===== src/rtl/psum_accumulator_if.sv =====
// rtl/psum_accumulator_if.sv - beat input, group config and result handshake bundle for psum_accumulator.
interface psum_accumulator_if #(
  parameter int IN_W  = 6,
  parameter int ACC_W = 10,
  parameter int CNT_W = 4
);
  logic [CNT_W-1:0] cfg_len;
  logic             in_valid;
  logic             in_ready;
  logic [IN_W-1:0]  in_data;
  logic             out_valid;
  logic             out_ready;
  logic [ACC_W-1:0] out_data;
  logic             out_ovf;

  modport master (
    output cfg_len, in_valid, in_data, out_ready,
    input  in_ready, out_valid, out_data, out_ovf
  );

  modport slave (
    input  cfg_len, in_valid, in_data, out_ready,
    output in_ready, out_valid, out_data, out_ovf
  );
endinterface


===== src/rtl/psum_accumulator.sv =====
// rtl/psum_accumulator.sv - accumulates cfg_len adder beats into a wider total with overflow flag.
// Define PSUM_ACC_SATURATE_EN to clamp on overflow instead of wrapping.
module psum_accumulator #(
  parameter int IN_W  = 6,
  parameter int ACC_W = 10,
  parameter int CNT_W = 4
) (
  input  logic               clk,
  input  logic               rst,
  psum_accumulator_if.slave  bus
);
  typedef enum logic [1:0] {S_IDLE, S_ACCUM, S_HOLD} state_t;

  state_t           r_state;
  state_t           w_state_nxt;
  logic [ACC_W-1:0] r_acc;
  logic [CNT_W-1:0] r_count;
  logic [CNT_W-1:0] r_len;
  logic             r_ovf;
  logic             r_in_ready;

  logic             w_accept;
  logic [CNT_W-1:0] w_first_len;
  logic [CNT_W-1:0] w_count_inc;
  logic [ACC_W:0]   w_sum;
  logic             w_carry;
  logic [ACC_W-1:0] w_acc_nxt;

  assign w_accept    = bus.in_valid & r_in_ready;
  assign w_first_len = (bus.cfg_len == '0) ? CNT_W'(1) : bus.cfg_len;
  assign w_count_inc = r_count + CNT_W'(1);
  assign w_sum       = {1'b0, r_acc} + (ACC_W+1)'(bus.in_data);
  assign w_carry     = w_sum[ACC_W];

`ifdef PSUM_ACC_SATURATE_EN
  // Once clamped, the total stays pinned at full scale until the group ends
  assign w_acc_nxt = (w_carry | r_ovf) ? '1 : w_sum[ACC_W-1:0];
`else
  assign w_acc_nxt = w_sum[ACC_W-1:0];
`endif

  always_comb begin
    w_state_nxt = r_state;
    case (r_state)
      S_IDLE: begin
        if (w_accept) begin
          w_state_nxt = (w_first_len == CNT_W'(1)) ? S_HOLD : S_ACCUM;
        end
      end
      S_ACCUM: begin
        if (w_accept && (w_count_inc == r_len)) begin
          w_state_nxt = S_HOLD;
        end
      end
      S_HOLD: begin
        if (bus.out_ready) begin
          w_state_nxt = S_IDLE;
        end
      end
      default: w_state_nxt = S_IDLE;
    endcase
  end

  always_ff @(posedge clk) begin
    if (rst) begin
      r_state    <= S_IDLE;
      r_acc      <= '0;
      r_count    <= '0;
      r_len      <= '0;
      r_ovf      <= 1'b0;
      r_in_ready <= 1'b0;
    end else begin
      r_state    <= w_state_nxt;
      r_in_ready <= (w_state_nxt != S_HOLD);
      if (w_accept) begin
        if (r_state == S_IDLE) begin
          r_acc   <= ACC_W'(bus.in_data);
          r_count <= CNT_W'(1);
          r_len   <= w_first_len;
          r_ovf   <= 1'b0;
        end else begin
          r_acc   <= w_acc_nxt;
          r_count <= w_count_inc;
          r_ovf   <= r_ovf | w_carry;
        end
      end
    end
  end

  assign bus.in_ready  = r_in_ready;
  assign bus.out_valid = (r_state == S_HOLD);
  assign bus.out_data  = r_acc;
  assign bus.out_ovf   = r_ovf;
endmodule


===== src/flat_wrapper.sv =====
// flat-port wrapper written by rule: the top's interface ports become plain ports
module psum_accumulator_flat 
#(
  parameter int IN_W  = 6,
  parameter int ACC_W = 10,
  parameter int CNT_W = 4
)
  (clk, rst, bus_cfg_len, bus_in_valid, bus_in_data, bus_out_ready, bus_in_ready, bus_out_valid, bus_out_data, bus_out_ovf);
  psum_accumulator_if #(.IN_W(IN_W), .ACC_W(ACC_W), .CNT_W(CNT_W)) bus_i ();
  input  logic clk;
  input  logic rst;
  input wire logic [$bits(bus_i.cfg_len)-1:0] bus_cfg_len;
  input wire logic [$bits(bus_i.in_valid)-1:0] bus_in_valid;
  input wire logic [$bits(bus_i.in_data)-1:0] bus_in_data;
  input wire logic [$bits(bus_i.out_ready)-1:0] bus_out_ready;
  output wire logic [$bits(bus_i.in_ready)-1:0] bus_in_ready;
  output wire logic [$bits(bus_i.out_valid)-1:0] bus_out_valid;
  output wire logic [$bits(bus_i.out_data)-1:0] bus_out_data;
  output wire logic [$bits(bus_i.out_ovf)-1:0] bus_out_ovf;
  assign bus_i.cfg_len = bus_cfg_len;
  assign bus_i.in_valid = bus_in_valid;
  assign bus_i.in_data = bus_in_data;
  assign bus_i.out_ready = bus_out_ready;
  assign bus_in_ready = bus_i.in_ready;
  assign bus_out_valid = bus_i.out_valid;
  assign bus_out_data = bus_i.out_data;
  assign bus_out_ovf = bus_i.out_ovf;
  psum_accumulator #(.IN_W(IN_W), .ACC_W(ACC_W), .CNT_W(CNT_W)) u_core (.clk(clk), .rst(rst), .bus(bus_i));
endmodule

===== config.mk =====
export PLATFORM = sky130hd
export DESIGN_NAME = psum_accumulator_flat
export DESIGN_NICKNAME = d
export VERILOG_FILES = /design/src/rtl/psum_accumulator_if.sv /design/src/rtl/psum_accumulator.sv /design/src/flat_wrapper.sv
export SDC_FILE = /design/constraint.sdc
export NUM_CORES = 1
export LEC_CHECK = 0
export BUFFER_PORTS_ARGS = -buffer_cell sky130_fd_sc_hd__buf_2
export CORE_MARGIN = 2
export CORE_UTILIZATION = 30
export CTS_BUF_LIST = sky130_fd_sc_hd__clkbuf_8
export CTS_CLUSTER_DIAMETER = 40
export DETAILED_ROUTE_END_ITERATION = 7
export GPL_TIMING_DRIVEN = 0
export MAX_ROUTING_LAYER = met4
export PLACE_DENSITY = 0.53
export SYNTH_ARGS = -nofsm -noshare
export SYNTH_HDL_FRONTEND = slang
export SYNTH_SLANG_ARGS = --single-unit

===== constraint.sdc =====
create_clock -name clk -period 4.3 [get_ports clk]
set_clock_uncertainty 0.1 [all_clocks]
set_input_delay 0.86 -clock clk [delete_from_list [all_inputs] [get_ports clk]]
set_output_delay 0.86 -clock clk [all_outputs]
set_load 0.01 [all_outputs]

==> flow_summary.toml <==
[synthesis]
syn_nets = 177
synthesis.instances = 155
netlist_area_sq_mm = 0.00131
yosysSeqAreaShare_pct = 33.6
ys_warn_count = 0
synth-edff-count = 0
synth_top_area_cell = "dfxtp_1"
yosys-top-cells-area = "dfxtp_1 (34%), ha_1 (6.7%), nor2_1 (4.9%)"
synth.avg_cell_area_sq_um = 8.46
async_flop_share_pct = 0
ys_types = 46
yosys.area.top_type_share_pct = 33.6
synthFlopType = "dfxtp_1"
ys_seq_elements = 22

[finish]
syn_to_final_growth_pct = 20.3
drive_gt1_share_pct = 21.6
stdcell_count = 237
postLayoutCoreUtil_pct = 36.7
n_fill_cell = 464
fin_nets = 208
diodes = 0

[routing]
ant_nets = 0
vias = 1234
drc_errors = 0
wl_per_cell_um = 12.7
dr.first_iter.drc_count = 48
dr.pass1.iters = 4
viasPerCell = 5.21
wl_um = 3010

[global_routing]
grt_usage_pct = 13.3
overflow = 0
first_global_vias = 1146
grt_pass1_wl_um = 5160
grt_max_degree = 14
antenna_found_initial = 0

[die]
die_area_sq_mm = 0.00492
initial_utilization_pct = 30.5
die_w_um = 70.1
core_sq_mm = 0.00429
die_y_um = 70.1
boundaryPins = 27
rows = 24

[clock_network]
cts_buffer_depth = 2
clk_latency_ps = 270
cts_tree = "done"
ctsHtreeMaxLevel = 1
post-cts-setup-buffer-count = 0
cts-root-buf = "clkbuf_8"
path_clk_slew_ps = 80
cts_made_buffers = 3
cts_resized = 0
cts_hold_buf = 0
clkSinkCount = 22

[critical_path]
path_max_fanout = 3
cp-start-kind = "input port"
cp.required_ps = 4380
path_cells = "buf_2 -> ha_1 -> fa_1 -> a211oi_1 -> o21ai_0 -> a2bb2oi_1 -> a211oi_1"
cp_slowest_cell = "fa_1"
endpoint_kind = "register"
worst_path_most_repeated_cell = "a211oi_1"
max_stage_delay_ps = 440
path_class = "in -> reg"
arrival_ps = 2540

[sta]
period_minus_slack_ps = 2450
hold_viol = 0
finalMaxSlewViolations = 0
relSlewSlack_pct = 62.8
tightest_slew_ps = 556
hold-worst-slack_ps = 358
fin_crit_sh_pct = 57.1
setup_viol = 0
fmaxAchievable_mhz = 408
timing.setup.tns_ps = 0
rsz0062_at_grt = "no"

[power]
leakage_nw = 0.666
power.total_uw = 528
irDropWorstVdd_v = 0.000200
pwr_density_cell_mw_per_mm2 = 334

[job]
drv_cap = 0

[hold_path]
hp-class = "reg -> reg"

[place]
dp.cells = 233
place_congestion = 0.755
hpwl_um = 2340
port_buffers = 26

[status]
outcome = "finished clean"
[stage by stage]
| step | area [sq um] | worst slack (ps) |
|---|---|---|
| floorplan | 1310 | 1840 |
| global placement | 1510 | 1530 |
| detailed placement | 1510 | 1540 |
| CTS | 1580 | 1840 |
| global route | 1580 | 1670 |
| finish | 1580 | 1850 |
[kinds of logic after synthesis]
| kind of cell | synth area share [%] |
|---|---|
| buffers and inverters | 3.43 |
| adder cells (fa/ha/maj) | 8.21 |
| XOR/XNOR | 4.68 |
| flip-flops | 33.6 |
| AO/OA/AOI/OAI | 28.4 |
| multiplexers | 0.763 |
| AND/OR/NAND/NOR | 20.9 |
[cells in the mapped netlist (all sizes together) (4+ instances only)]
| master | instances |
|---|---|
| dfxtp | 22 |
| nor2 | 17 |
| nand2 | 12 |
| a21oi | 11 |
| a211oi | 7 |
| ha | 7 |
| o21ai | 6 |
| clkbuf | 5 |
| xnor2 | 5 |
| nor3 | 4 |
[layout by cell type, fill, tap and decap left out, types with 3 or more instances in the layout]
master    netlist  layout
nand3_1         3       3
o21ai_0         6       6
xnor2_1         5       5
a21oi_1        11      11
dfxtp_1        22      22
or2_2           3       3
o31ai_1         3       3
nor2_1         17      17
a221oi_1        3       3
clkbuf_8        0       3
ha_1            7       7
buf_2           3      29
inv_1           3       3
a211oi_1        6       6
nor3_1          4       4
a22oi_1         3       3
clkbuf_1        5       5
nand2_1        12      12
nand4_1         3       3
[where the power goes]
part           internal [mW]  switching (mW)
registers              0.213         0.00728
clock network          0.124          0.0736
logic                 0.0476          0.0621
total                  0.385           0.143
[routing by layer]
metal / share of wire, % / track usage [%] / vias up / wire length, um
li1: - / - / 645 / -
met5: 0 / - / - / 0
met3: 3.2 / 3.32 / 2 / 96
met2: 47 / 22.2 / 14 / 1420
met1: 49 / 16.6 / 573 / 1470
met4: 0.60 / 1.92 / 0 / 18
[worst paths after layout]
| check | start | endpoint | slack (ps) | cells after the start |
|---|---|---|---|---|
| setup / recovery | bus_in_data[0] | u_core.bus.out_data[4] | 1850 | 7 |
| hold / removal | u_core.bus.out_ovf | u_core.bus.out_ovf | 360 | 2 |
| setup reg to reg | u_core.bus.out_data[0] | u_core.bus.out_data[4] | 2190 | 6 |
| hold reg to reg | u_core.bus.out_ovf | u_core.bus.out_ovf | 360 | 2 |
[layout make-up]
| cell class | count | area (sq um) | share of cell area (%) |
|---|---|---|---|
| clock buffers | 3 | 41.3 | 2.62 |
| repair buffers | 26 | 130 | 8.25 |
| clock inverters | 1 | 30.0 | 1.90 |
| well taps | 52 | 65.1 | 4.12 |
| inverters | 3 | 11.3 | 0.714 |
| plain buffers | 8 | 33.8 | 2.14 |
| multi-input cells | 122 | 826 | 52.3 |
| flip-flops and latches | 22 | 440 | 27.9 |
[worst max-delay path, delay by kind of cell]
kind                       cells  cell delay [ps]
AOI/OAI and AO/OA              4              920
buffers and inverters          1              100
adders and majority gates      2              650
[flip-flops by register name, indices dropped and copies added (netlist names)]
register and count:
u_core.bus.out_data 10, u_core.r_count 4, u_core.r_len 4, u_core.r_state 2
u_core.bus.in_ready 1, u_core.bus.out_ovf 1
No activity file was read; power rests on OpenSTA's default activity.
